$ cat src/rtl/serial_paralelo_pkg.sv
// Shared RX definitions: the alignment symbol and the aligner FSM encoding.
package serial_paralelo_pkg;

  localparam int BYTE_W = 8;
  localparam logic [BYTE_W-1:0] RX_COM = 8'hBC;

  typedef enum logic [1:0] {
    SEARCH = 2'd0,
    ALIGN  = 2'd1,
    ACTIVE = 2'd2
  } rx_state_t;

  function automatic logic is_com(input logic [BYTE_W-1:0] b,
                                  input logic [BYTE_W-1:0] com);
    return (b == com);
  endfunction

endpackage

$ cat src/rtl/serial_shift_8.sv
// MSB-first bit shifter with a mod-8 bit counter that can be snapped to a new byte phase.
module serial_shift_8
  import serial_paralelo_pkg::*;
(
  input  logic              i_clk,
  input  logic              i_rst_n,
  input  logic              i_bit,
  input  logic              i_realign,
  output logic [BYTE_W-1:0] o_cand,
  output logic              o_boundary
);

  logic [BYTE_W-1:0] r_sr;
  logic [2:0]        r_bit_cnt;

  always_ff @(posedge i_clk) begin
    if (!i_rst_n) begin
      r_sr      <= '0;
      r_bit_cnt <= 3'd0;
    end else begin
      r_sr      <= o_cand;
      r_bit_cnt <= i_realign ? 3'd0 : r_bit_cnt + 3'd1;
    end
  end

  // Candidate includes the bit being sampled now, so a match is seen on its last bit.
  assign o_cand     = {r_sr[BYTE_W-2:0], i_bit};
  assign o_boundary = (r_bit_cnt == 3'd7);

endmodule

$ cat src/rtl/serial_paralelo.sv
// Per-lane RX deserialiser: slides onto COM, locks after COM_LOCK aligned COMs, then emits a byte every 8 clocks.
module serial_paralelo
  import serial_paralelo_pkg::*;
#(
  parameter logic [BYTE_W-1:0] COM      = RX_COM,
  parameter int                COM_LOCK = 4
) (
  input  logic              clk_32f,
  input  logic              reset,
  input  logic              data_in,
  output logic              active,
  output logic [BYTE_W-1:0] data_out,
  output logic              valid_out,
  output logic              byte_strobe
);

  localparam logic [3:0] LOCK_LAST = 4'(COM_LOCK - 1);

  rx_state_t         r_state, w_state_nxt;
  logic [3:0]        r_com_cnt, w_com_cnt_nxt;
  logic              w_realign;
  logic [BYTE_W-1:0] w_cand;
  logic              w_boundary;
  logic              w_cand_com;

  logic              r_active, w_active_nxt;
  logic [BYTE_W-1:0] r_data;
  logic              r_valid;
  logic              r_strobe, w_strobe_nxt;

  serial_shift_8 u_shift (
    .i_clk      (clk_32f),
    .i_rst_n    (reset),
    .i_bit      (data_in),
    .i_realign  (w_realign),
    .o_cand     (w_cand),
    .o_boundary (w_boundary)
  );

  assign w_cand_com = is_com(w_cand, COM);

  always_ff @(posedge clk_32f) begin
    if (!reset) begin
      r_state   <= SEARCH;
      r_com_cnt <= 4'd0;
    end else begin
      r_state   <= w_state_nxt;
      r_com_cnt <= w_com_cnt_nxt;
    end
  end

  always_comb begin
    w_state_nxt   = r_state;
    w_com_cnt_nxt = r_com_cnt;
    w_realign     = 1'b0;
    unique case (r_state)
      SEARCH: begin
        if (w_cand_com) begin
          w_realign     = 1'b1;
          w_com_cnt_nxt = 4'd1;
          w_state_nxt   = (COM_LOCK == 1) ? ACTIVE : ALIGN;
        end
      end
      ALIGN: begin
        // A failed byte drops straight back to sliding; it is not re-scanned.
        if (w_boundary) begin
          if (!w_cand_com) begin
            w_com_cnt_nxt = 4'd0;
            w_state_nxt   = SEARCH;
          end else if (r_com_cnt == LOCK_LAST) begin
            w_state_nxt = ACTIVE;
          end else begin
            w_com_cnt_nxt = r_com_cnt + 4'd1;
          end
        end
      end
      ACTIVE: begin
        w_state_nxt = ACTIVE;
      end
      default: begin
        w_state_nxt   = SEARCH;
        w_com_cnt_nxt = 4'd0;
      end
    endcase
  end

  always_comb begin
    w_active_nxt = (w_state_nxt == ACTIVE);
    w_strobe_nxt = (r_state == ACTIVE) && w_boundary;
  end

  always_ff @(posedge clk_32f) begin
    if (!reset) begin
      r_active <= 1'b0;
      r_data   <= '0;
      r_valid  <= 1'b0;
      r_strobe <= 1'b0;
    end else begin
      r_active <= w_active_nxt;
      r_strobe <= w_strobe_nxt;
      if (w_strobe_nxt) begin
        r_data  <= w_cand;
        r_valid <= !w_cand_com;
      end
    end
  end

  assign active      = r_active;
  assign data_out    = r_data;
  assign valid_out   = r_valid;
  assign byte_strobe = r_strobe;

endmodule

$ cat config.mk
export PLATFORM = sky130hd
export DESIGN_NAME = serial_paralelo
export DESIGN_NICKNAME = d
export VERILOG_FILES = /design/src/rtl/serial_paralelo_pkg.sv /design/src/rtl/serial_shift_8.sv /design/src/rtl/serial_paralelo.sv
export SDC_FILE = /design/constraint.sdc
export NUM_CORES = 1
export LEC_CHECK = 0
export ABC_AREA = 0
export CORE_UTILIZATION = 57
export CTS_CLUSTER_SIZE = 10
export DETAILED_ROUTE_END_ITERATION = 6
export GPL_TIMING_DRIVEN = 0
export HOLD_SLACK_MARGIN = 0.1
export PLACE_DENSITY = 0.82
export SLEW_MARGIN = 10
export SYNTH_ARGS = -nofsm -noshare
export SYNTH_HDL_FRONTEND = slang
export SYNTH_HIERARCHICAL = 1
export SYNTH_SLANG_ARGS = --single-unit
$ cat constraint.sdc
create_clock -name clk_32f -period 4.2 [get_ports clk_32f]
set_clock_uncertainty 0.15 [all_clocks]
set_input_delay 0.84 -clock clk_32f [delete_from_list [all_inputs] [get_ports clk_32f]]
set_output_delay 0.84 -clock clk_32f [all_outputs]
set_load 0.005 [all_outputs]
==> results.md <==
- Status: completed
- P_leak: 0.496 nW
- Core ar.: 1800 um2
- Pwr dens: 291 nW/um2
- Die height: 46.6 um
- CTS HTree Levels: 1
- Maximum vdd ir drop: 0.197 mV
- DRC viols: 0
- Final period util: 0.597
- Post-layout minimum cycle time: 2.51 ns
- Comb pwr share: 0.036
- Vias/cell: ~5.4
- R2r endpoint: r_com_cnt[1]$_SDFFE_PN0P_
- Crit path DAT: 2.57 ns
- R2R Path Start: u_shift/r_sr[3]$_SDFF_PN0_
- CTS clk-pin slew, worst paths: 0.14 ns
- Final #Nets: 137
- Routed WL per cell: 12.2 um
- Final HPWL DP: 1.45 mm
- Syn nets: 119
- Final hold vios: 0
- Clock sinks: 27
- Hold path startpoint: u_shift/r_bit_cnt[0]$_SDFF_PP0_
- Share of power burned in registers: 0.679
- First DRT Iteration DRCs: 21
- Sequential share of the synthesized area: 0.476
- Sw frac: 0.213
- Max-Cap Viols: 0
- First-pass GRT wire length: 3.13 mm
- Top_reg_cell synth: dfxtp_1
- Synth-to-Final Area Change: 16.8%
- Antenna cell count: 0
- WL final: 1.89 mm
- Worst Max-Slew Pin Slew: 0.820 ns
- Chip Width: 46.6 um
- Switch Pwr: around 82 uW
- Number of synthesized flops with an enable pin: 0
- Fraction of layout cells with a size suffix above 1: 0.177
- Mapped Cells: 113
- CTS tree: yes
- Final GP Congestion: 0.762
- Startpoint Class: input port
- Hold Crit Endpoint: u_shift/r_bit_cnt[0]$_SDFF_PP0_
- # IOs: 14
- Post-CTS Setup Repair Bufs: 0
- Synthesized flop and latch total: 27
- Synth async-reset ratio: 0
- Root Driver: clkbuf_4
- Dpl ws: 1.41 ns
- Worst Path Required: 4.26 ns
- CTS Buf Count: 3
- Clock buffer depth: 2
- Count of cell types in the netlist: 34
- FMAX: roughly 0.4 GHz
- CP Capture Type: flip-flop
- R2R cell count: 4
- Final setup viols: 0
- Critical Path Max Stage Delay: 0.65 ns
- Dpl cells: 151
- Final Non-Filler Cells: 155
- Rows: 15
- Ys Warns: 6
- Crit Path Class: in2reg
- DRT Pass-1 Iters: 4
- Number of global-route vias before repair: 717
- Via count: 838
- # fillers: 149
- Average size of a mapped cell: about 10 um2
- Gr usage total: 0.203
- Pint: 305 uW
- Total gr overflow: 0
- Largest net degree at the start of global routing: 17
- Starting density of the core: 0.631
- Antenna Nets Post-Route: 0
- Hold_buf cts: 0
- Initial antenna violation count: 0
- Hold Path Class: reg2reg
- Max-slew violations: 0
- Worst skew pair latency: 0.32 ns
- R2R Setup Slk: 2.34 ns
- Slowest-stage cell, CP: nor4_1
- PnR worst setup slack: 1.69 ns
- Crit Path Max Fanout: 5
- Die ar.: approximately 2200 um2
- Cell Chain, Critical Path: clkdlybuf4s50_1, buf_4, nand4bb_4, nor4_1, nand3b_1, o32ai_2
- PortBufs: 13
- Overall power: 387 uW
- RSZ-0062 raised after global routing: no
- Post_cts resized: 0
- Clock share of power: 0.286
- Cell area after technology mapping: 1140 um2
- Max-slew headroom: 0.448
- Worst hold stages: 1
- Setup TNS: 0 ns
## kinds of logic (layout without fill, tap and decap cells)
| kind of cell | count (synthesis) | count (layout) | synth area share |
|---|---|---|---|
| AND/OR/NAND/NOR | 54 | 54 | 0.325 |
| flip-flops | 27 | 27 | 0.476 |
| AO/OA/AOI/OAI | 20 | 20 | 0.131 |
| buffers and inverters | 9 | 26 | 0.0352 |
| adder cells (fa/ha/maj) | 3 | 3 | 0.0330 |
## layout by cell type (no fill, tap or decap), types with 3 or more instances in the layout
| cell type | synthesis | layout |
|---|---|---|
| nand2_1 | 22 | 22 |
| dfxtp_1 | 27 | 27 |
| and2_2 | 7 | 7 |
| a21boi_0 | 10 | 10 |
| ha_1 | 3 | 3 |
| clkbuf_4 | 0 | 3 |
| inv_1 | 4 | 4 |
| clkdlybuf4s50_1 | 0 | 13 |
## power by group through the flow
stage | Combinational (mW) | Sequential, mW | Clock, mW
3_3_place_gp | 0.0137 | 0.268 | 0
6_report | 0.0138 | 0.263 | 0.110
4_1_cts | 0.0140 | 0.263 | 0.113
3_5_place_dp | 0.0140 | 0.268 | 0
5_1_grt | 0.0154 | 0.263 | 0.128
2_1_floorplan | 0.00923 | 0.268 | 0
## sequential cells by signal (all words and copies together), names as in the netlist
register / cells
active: 1
byte_strobe: 1
data_out: 8
r_com_cnt: 4
r_state: 2
u_shift/r_bit_cnt: 3
u_shift/r_sr: 7
valid_out: 1
## cell usage after synthesis (all sizes together), types with 3 or more instances
| cell type | n | area share |
|---|---|---|
| buf | 3 | 0.015 |
| a21boi | 11 | 0.073 |
| inv | 4 | 0.013 |
| ha | 3 | 0.033 |
| and2 | 8 | 0.052 |
| dfxtp | 27 | 0.48 |
| nor2 | 3 | 0.012 |
| nand2 | 22 | 0.073 |
| nor3b | 3 | 0.029 |
## layer usage
| layer | part of all wire | GRT usage | vias to the layer above | wire (um) |
|---|---|---|---|---|
| li1 | - | - | 429 | - |
| met1 | 0.50 | 0.284 | 396 | 952 |
| met2 | 0.47 | 0.314 | 13 | 880 |
| met3 | 0.031 | 0.0353 | 0 | 58 |
| met4 | 0 | 0.0686 | 0 | 0 |
| met5 | 0 | 0 | - | 0 |
## critical path, delay by kind of cell
family / cells / cell delay, ns
AND/OR/NAND/NOR: 3 / 1.08
AO/OA/AOI/OAI: 1 / 0.08
buffers and inverters: 2 / 0.56
## stage by stage
stage / cell area (um2) / hold slack (ns) / util
floorplan: 1140 / 0.269 / -
finish: 1330 / 0.304 / 0.737
global placement: 1300 / 0.283 / 0.720
global route: 1330 / 0.328 / 0.737
detailed placement: 1300 / 0.287 / 0.720
CTS: 1330 / 0.307 / 0.737
## cell type report
cell class              count  area, um2  area share
plain buffers               5       25.0      0.0189
clock buffers               3       22.5      0.0170
clock inverters             1       7.51     0.00566
inverters                   4       15.0      0.0113
multi-input cells          77        556       0.418
flip-flops and latches     27        541       0.407
well taps                  25       31.3      0.0236
repair buffers             13        130      0.0980
## worst max path at each step
stage,start,slack [ns],end
global placement,data_in,1.44,r_com_cnt[1]$_SDFFE_PN0P_
CTS,data_in,1.74,r_com_cnt[1]$_SDFFE_PN0P_
global route,data_in,1.66,r_com_cnt[1]$_SDFFE_PN0P_
floorplan,data_in,2.10,r_com_cnt[1]$_SDFFE_PN0P_
finish,data_in,1.69,r_com_cnt[1]$_SDFFE_PN0P_
detailed placement,data_in,1.41,r_com_cnt[1]$_SDFFE_PN0P_
Power figures use the tool's default switching activity.
